===== src/rtl/sr_pkg.sv =====
// Shared encodings for the SR command driver: command opcodes and FSM states.
package sr_pkg;

  typedef enum logic [1:0] {
    OP_NOP = 2'b00,
    OP_SET = 2'b01,
    OP_RST = 2'b10,
    OP_ILL = 2'b11
  } op_e;

  typedef enum logic [1:0] {
    IDLE  = 2'b00,
    DRIVE = 2'b01,
    CHECK = 2'b10
  } state_e;

endpackage


===== src/rtl/sr_cmd_fifo.sv =====
// Synchronous FIFO with pointer-MSB wrap; count = wr_ptr - rd_ptr.
module sr_cmd_fifo #(
  parameter int DEPTH = 4,
  parameter int W     = 2,
  parameter int CNT_W = $clog2(DEPTH) + 1
) (
  input  logic             clk,
  input  logic             rst,
  input  logic             push,
  input  logic [W-1:0]     wr_data,
  input  logic             pop,
  output logic [W-1:0]     rd_data,
  output logic             full,
  output logic             empty,
  output logic [CNT_W-1:0] count
);

  localparam int AW = $clog2(DEPTH);

  logic [W-1:0]     mem_q [DEPTH];
  logic [CNT_W-1:0] wr_ptr_q, wr_ptr_d;
  logic [CNT_W-1:0] rd_ptr_q, rd_ptr_d;
  logic             do_push, do_pop;

  assign count   = wr_ptr_q - rd_ptr_q;
  assign full    = (count == CNT_W'(DEPTH));
  assign empty   = (count == '0);
  assign do_push = push && !full;
  assign do_pop  = pop && !empty;
  assign rd_data = mem_q[rd_ptr_q[AW-1:0]];

  always_comb begin
    wr_ptr_d = wr_ptr_q + CNT_W'(do_push);
    rd_ptr_d = rd_ptr_q + CNT_W'(do_pop);
  end

  // NOTE: sequential state uses <= so every flop samples pre-edge values, independent of block order.
  always_ff @(posedge clk or negedge rst) begin
    if (!rst) begin
      wr_ptr_q <= '0;
      rd_ptr_q <= '0;
    end else begin
      wr_ptr_q <= wr_ptr_d;
      rd_ptr_q <= rd_ptr_d;
    end
  end

  // NOTE: storage is not reset; pointers alone define validity, so clearing it would only cost area.
  always_ff @(posedge clk) begin
    if (do_push) mem_q[wr_ptr_q[AW-1:0]] <= wr_data;
  end

endmodule


===== src/rtl/sr_cmd_driver.sv =====
// Buffers set/reset/nop commands, pulses S/R one cycle each and checks
// the three SR implementations against a reference model.
module sr_cmd_driver
  import sr_pkg::*;
#(
  parameter int FIFO_DEPTH = 4,
  parameter int CNT_W      = 3
) (
  input  logic             clk,
  input  logic             rst,
  input  logic             cmd_valid,
  output logic             cmd_ready,
  input  logic [1:0]       cmd_op,
  output logic             S,
  output logic             R,
  input  logic             Q_jk,
  input  logic             Q_d,
  input  logic             Q_t,
  input  logic             err_clr,
  output logic             expected_q,
  output logic             mismatch,
  output logic             illegal_cmd,
  output logic             busy,
  output logic [CNT_W-1:0] fifo_count
);

  state_e     state_q, state_d;
  logic       s_q, s_d, r_q, r_d;
  logic       exp_q, exp_d;
  logic       mismatch_q, mismatch_d;
  logic       illegal_q, illegal_d;
  logic       xfer, push, ill_xfer, pop;
  logic       full, empty;
  logic [1:0] head;

  assign cmd_ready = !full;
  assign xfer      = cmd_valid && cmd_ready;
  assign push      = xfer && (cmd_op != OP_ILL);
  assign ill_xfer  = xfer && (cmd_op == OP_ILL);

  sr_cmd_fifo #(
    .DEPTH (FIFO_DEPTH),
    .W     (2),
    .CNT_W (CNT_W)
  ) u_fifo (
    .clk     (clk),
    .rst     (rst),
    .push    (push),
    .wr_data (cmd_op),
    .pop     (pop),
    .rd_data (head),
    .full    (full),
    .empty   (empty),
    .count   (fifo_count)
  );

  // NOTE: every output of this block gets a default first, so no path can infer a latch.
  always_comb begin
    state_d    = state_q;
    s_d        = 1'b0;
    r_d        = 1'b0;
    exp_d      = exp_q;
    pop        = 1'b0;
    // A new error in the same cycle as err_clr still sets the flag.
    mismatch_d = mismatch_q & ~err_clr;
    illegal_d  = (illegal_q & ~err_clr) | ill_xfer;
    unique case (state_q)
      IDLE: begin
        if (!empty) begin
          pop     = 1'b1;
          s_d     = (head == OP_SET);
          r_d     = (head == OP_RST);
          state_d = DRIVE;
        end
      end
      DRIVE: begin
        if (s_q)      exp_d = 1'b1;
        else if (r_q) exp_d = 1'b0;
        state_d = CHECK;
      end
      CHECK: begin
        mismatch_d = mismatch_d | (Q_jk != exp_q) | (Q_d != exp_q) | (Q_t != exp_q);
        if (!empty) begin
          pop     = 1'b1;
          s_d     = (head == OP_SET);
          r_d     = (head == OP_RST);
          state_d = DRIVE;
        end else begin
          state_d = IDLE;
        end
      end
      default: state_d = IDLE;
    endcase
  end

  always_ff @(posedge clk or negedge rst) begin
    if (!rst) begin
      state_q    <= IDLE;
      s_q        <= 1'b0;
      r_q        <= 1'b0;
      exp_q      <= 1'b0;
      mismatch_q <= 1'b0;
      illegal_q  <= 1'b0;
    end else begin
      state_q    <= state_d;
      s_q        <= s_d;
      r_q        <= r_d;
      exp_q      <= exp_d;
      mismatch_q <= mismatch_d;
      illegal_q  <= illegal_d;
    end
  end

  assign S           = s_q;
  assign R           = r_q;
  assign expected_q  = exp_q;
  assign mismatch    = mismatch_q;
  assign illegal_cmd = illegal_q;
  assign busy        = (state_q != IDLE) || !empty;

  a_s_r_exclusive : assert property (@(posedge clk) disable iff (!rst) !(s_q && r_q));

endmodule


===== config.mk =====
export PLATFORM = sky130hd
export DESIGN_NAME = sr_cmd_driver
export DESIGN_NICKNAME = d
export VERILOG_FILES = /design/src/rtl/sr_pkg.sv /design/src/rtl/sr_cmd_fifo.sv /design/src/rtl/sr_cmd_driver.sv
export SDC_FILE = /design/constraint.sdc
export NUM_CORES = 1
export LEC_CHECK = 0
export ABC_AREA = 1
export BUFFER_PORTS_ARGS = -buffer_cell sky130_fd_sc_hd__buf_2
export CORE_MARGIN = 5
export CORE_UTILIZATION = 30
export DETAILED_ROUTE_END_ITERATION = 12
export PLACE_DENSITY_LB_ADDON = 0.08
export SLEW_MARGIN = 20
export SYNTH_ARGS = -nofsm -noshare
export SYNTH_HDL_FRONTEND = slang
export SYNTH_SLANG_ARGS = --single-unit

===== constraint.sdc =====
create_clock -name clk -period 3.9 [get_ports clk]
set_input_delay 0.585 -clock clk [delete_from_list [all_inputs] [get_ports clk]]
set_output_delay 0.585 -clock clk [all_outputs]
set_load 0.02 [all_outputs]

==> metrics.txt <==
status=finished clean; Final Max Slew Viols=0; n_diodes=0; most frequent cells in the layout=nand2_1 (22), inv_1 (20), buf_2 (18), dfrtp_1 (13), edfxtp_1 (8); synth warn=0; grt total ovfl=0; PortBufs=18; synthesized net count=114; Max Cap Viol=0; number of global-route vias before repair=736; Worst Setup SP=u_fifo.rd_ptr_q[0]$_DFF_PN0_; post-DR wirelength/cell=10.9 um; overall routing resource usage=9.27%; num ports=19; RR Startpoint=u_fifo.rd_ptr_q[0]$_DFF_PN0_; Syn-to-layout area delta=17.1%; most frequent CP cell=nand2_1; Worst IR Drop VDD=0.252 mV; PwrDens=867 nW/um^2; Post-Syn Area=997 um^2; Distinct cells, synth=18; critical path class=flop to primary output; GP Congestion=0.675; min Tclk post-route=2.69 ns; antenna violations before repair=0; die width=67.7 um; Seq cells post-synth=21; Setup TNS Final=0 ns; Post-CTS Hold Fix Bufs=0; HP Class=input pin to asynchronous set/reset pin; largest net degree at the start of global routing=14; postcts setup bufs=0; DRC=0; worst-skew pair later-pin latency=0.30 ns; Placed Cells=162; commonest non-fill, non-tap cell in the layout=nand2_1; CP max stage cell=dfrtp_1; Synth top area share=32.6%; CTS max path bufs=2; die height=67.7 um; Initial Util=30.4%; H-tree lvl count=1; first-pass GRT wire length=3110 um; Cells after Synth=99; CP Cell Sequence=ha_1, fa_1, nand2_1, inv_1, nand3_2, nor2_1, nand2_1, buf_2; WP data required=3.31 ns; DP HPWL=1470 um; post-synthesis average cell area=10.1 um^2; Slew HR=79.9%; register area share after synthesis=56.7%; Tot Pwr=1.01 mW; drt total wl=1810 um; top cells by area, synth=dfrtp_1 (33%), edfxtp_1 (24%), nand2_1 (8.3%); drt first-iter violations=5; share of cells above drive strength 1=24.2%; pin slew with the least headroom to its limit=0.302 ns; # fillers=353; TritonCTS sink count=21; Highest Clock Rate=372 MHz; CTS tree=yes; crit path launch type=flop; Root Buffer=clkbuf_4; RSZ-0062 raised after global routing=no; final hold vios=0; non-filler cells, final=166; Clock Skew=0.00672 ns; FP Rows=21; clk slew on worst S/H paths=0.13 ns; die area=4580 um^2; Vias=711; Synth area leader=dfrtp_1; length of the first detailed-routing pass in iterations=4; Lkg Pwr=0.604 nW; Critical Path Fanout Max=10; final worst-path cycle share=68.9%; Layout Utilization=35.5%; CTS buffer count=3; Worst Path Arrival=2.10 ns; final net count=136; final setup fails=0; vias per inst=4.28; slowest cell delay on critical path=0.50 ns; core area=3280 um^2; Worst setup EP type=primary output; ANT nets after route=0; CTS resizes=0
==> critical path: cells and delay by family (launching register included) <==
family	cells	cell delay, ns
buffers and inverters	2	0.24
flip-flops	1	0.50
AND/OR/NAND/NOR	4	0.31
adder cells (fa/ha/maj)	2	0.75
==> registers in the layout (all words and copies together) (netlist names) <==
name and cells:
S 1, u_fifo.wr_ptr_q 3, mismatch 1, expected_q 1
illegal_cmd 1, state_q 2, R 1, u_fifo.mem_q 8
u_fifo.rd_ptr_q 3
==> layer usage <==
layer / part of all wire, % / vias to the layer above / GRT usage, % / wire (um)
met1: 43 / 336 / 10.4 / 775
met5: 0 / - / 0 / 0
met2: 51 / 12 / 16.4 / 920
met3: 5.5 / 2 / 2.50 / 100
li1: - / 361 / - / -
met4: 0.83 / 0 / 3.80 / 15
==> layout make-up <==
class,count,area [um^2],share of cell area (%)
timing repair buffer,18,90.1,7.72
sequential,21,566,48.4
clock buffer,3,22.5,1.93
clock inverter,1,5.00,0.429
inverter,20,75.1,6.43
multi-input combinational,57,352,30.1
tap,46,57.6,4.93
==> report_power, final <==
group          leakage [nW]  internal [mW]  switching [mW]  total, mW
Clock                0.0177         0.0382          0.0683      0.106
Combinational         0.354          0.191           0.340      0.531
Sequential            0.233          0.310          0.0653      0.375
==> logic make-up after synthesis <==
group / Yosys count / synth area share, %
AO/OA/AOI/OAI: 6 / 4.39
adder cells (fa/ha/maj): 6 / 8.28
AND/OR/NAND/NOR: 43 / 20.8
buffers and inverters: 21 / 8.03
XOR/XNOR: 2 / 1.76
flip-flops: 21 / 56.7
==> worst paths after layout <==
| kind | end | slack (ns) | depth (start not counted) |
|---|---|---|---|
| worst max-delay path | busy | 1.21 | 8 |
| worst min-delay path | illegal_cmd$_DFF_PN0_ | 0.14 | 1 |
| worst max register to register | u_fifo.wr_ptr_q[2]$_DFF_PN0_ | 1.59 | 10 |
| worst min register to register | illegal_cmd$_DFF_PN0_ | 0.50 | 2 |
| max in group asynchronous | R$_DFF_PN0_ | 3.52 | 1 |
| min in group clk | illegal_cmd$_DFF_PN0_ | 0.50 | 2 |
==> per-stage QoR <==
step	area, um^2	setup WS [ns]	hold slack (ns)
CTS	1170	1.20	0.142
global route	1170	1.08	0.153
detailed placement	1140	1.55	0.471
finish	1170	1.21	0.143
floorplan	997	1.68	0.289
global placement	1140	1.59	0.468
==> cells in the mapped netlist <==
cell	n
nand2_1	22
nand3b_1	1
inv_1	20
o21ai_0	1
nor2_1	7
buf_2	1
o211ai_1	4
nand4_1	1
dfrtp_1	13
nand3_1	4
fa_1	1
nand3_2	4
a22o_1	1
ha_1	5
xor2_1	2
nand2_2	3
nor4_1	1
edfxtp_1	8
Power figures use the tool's default switching activity.
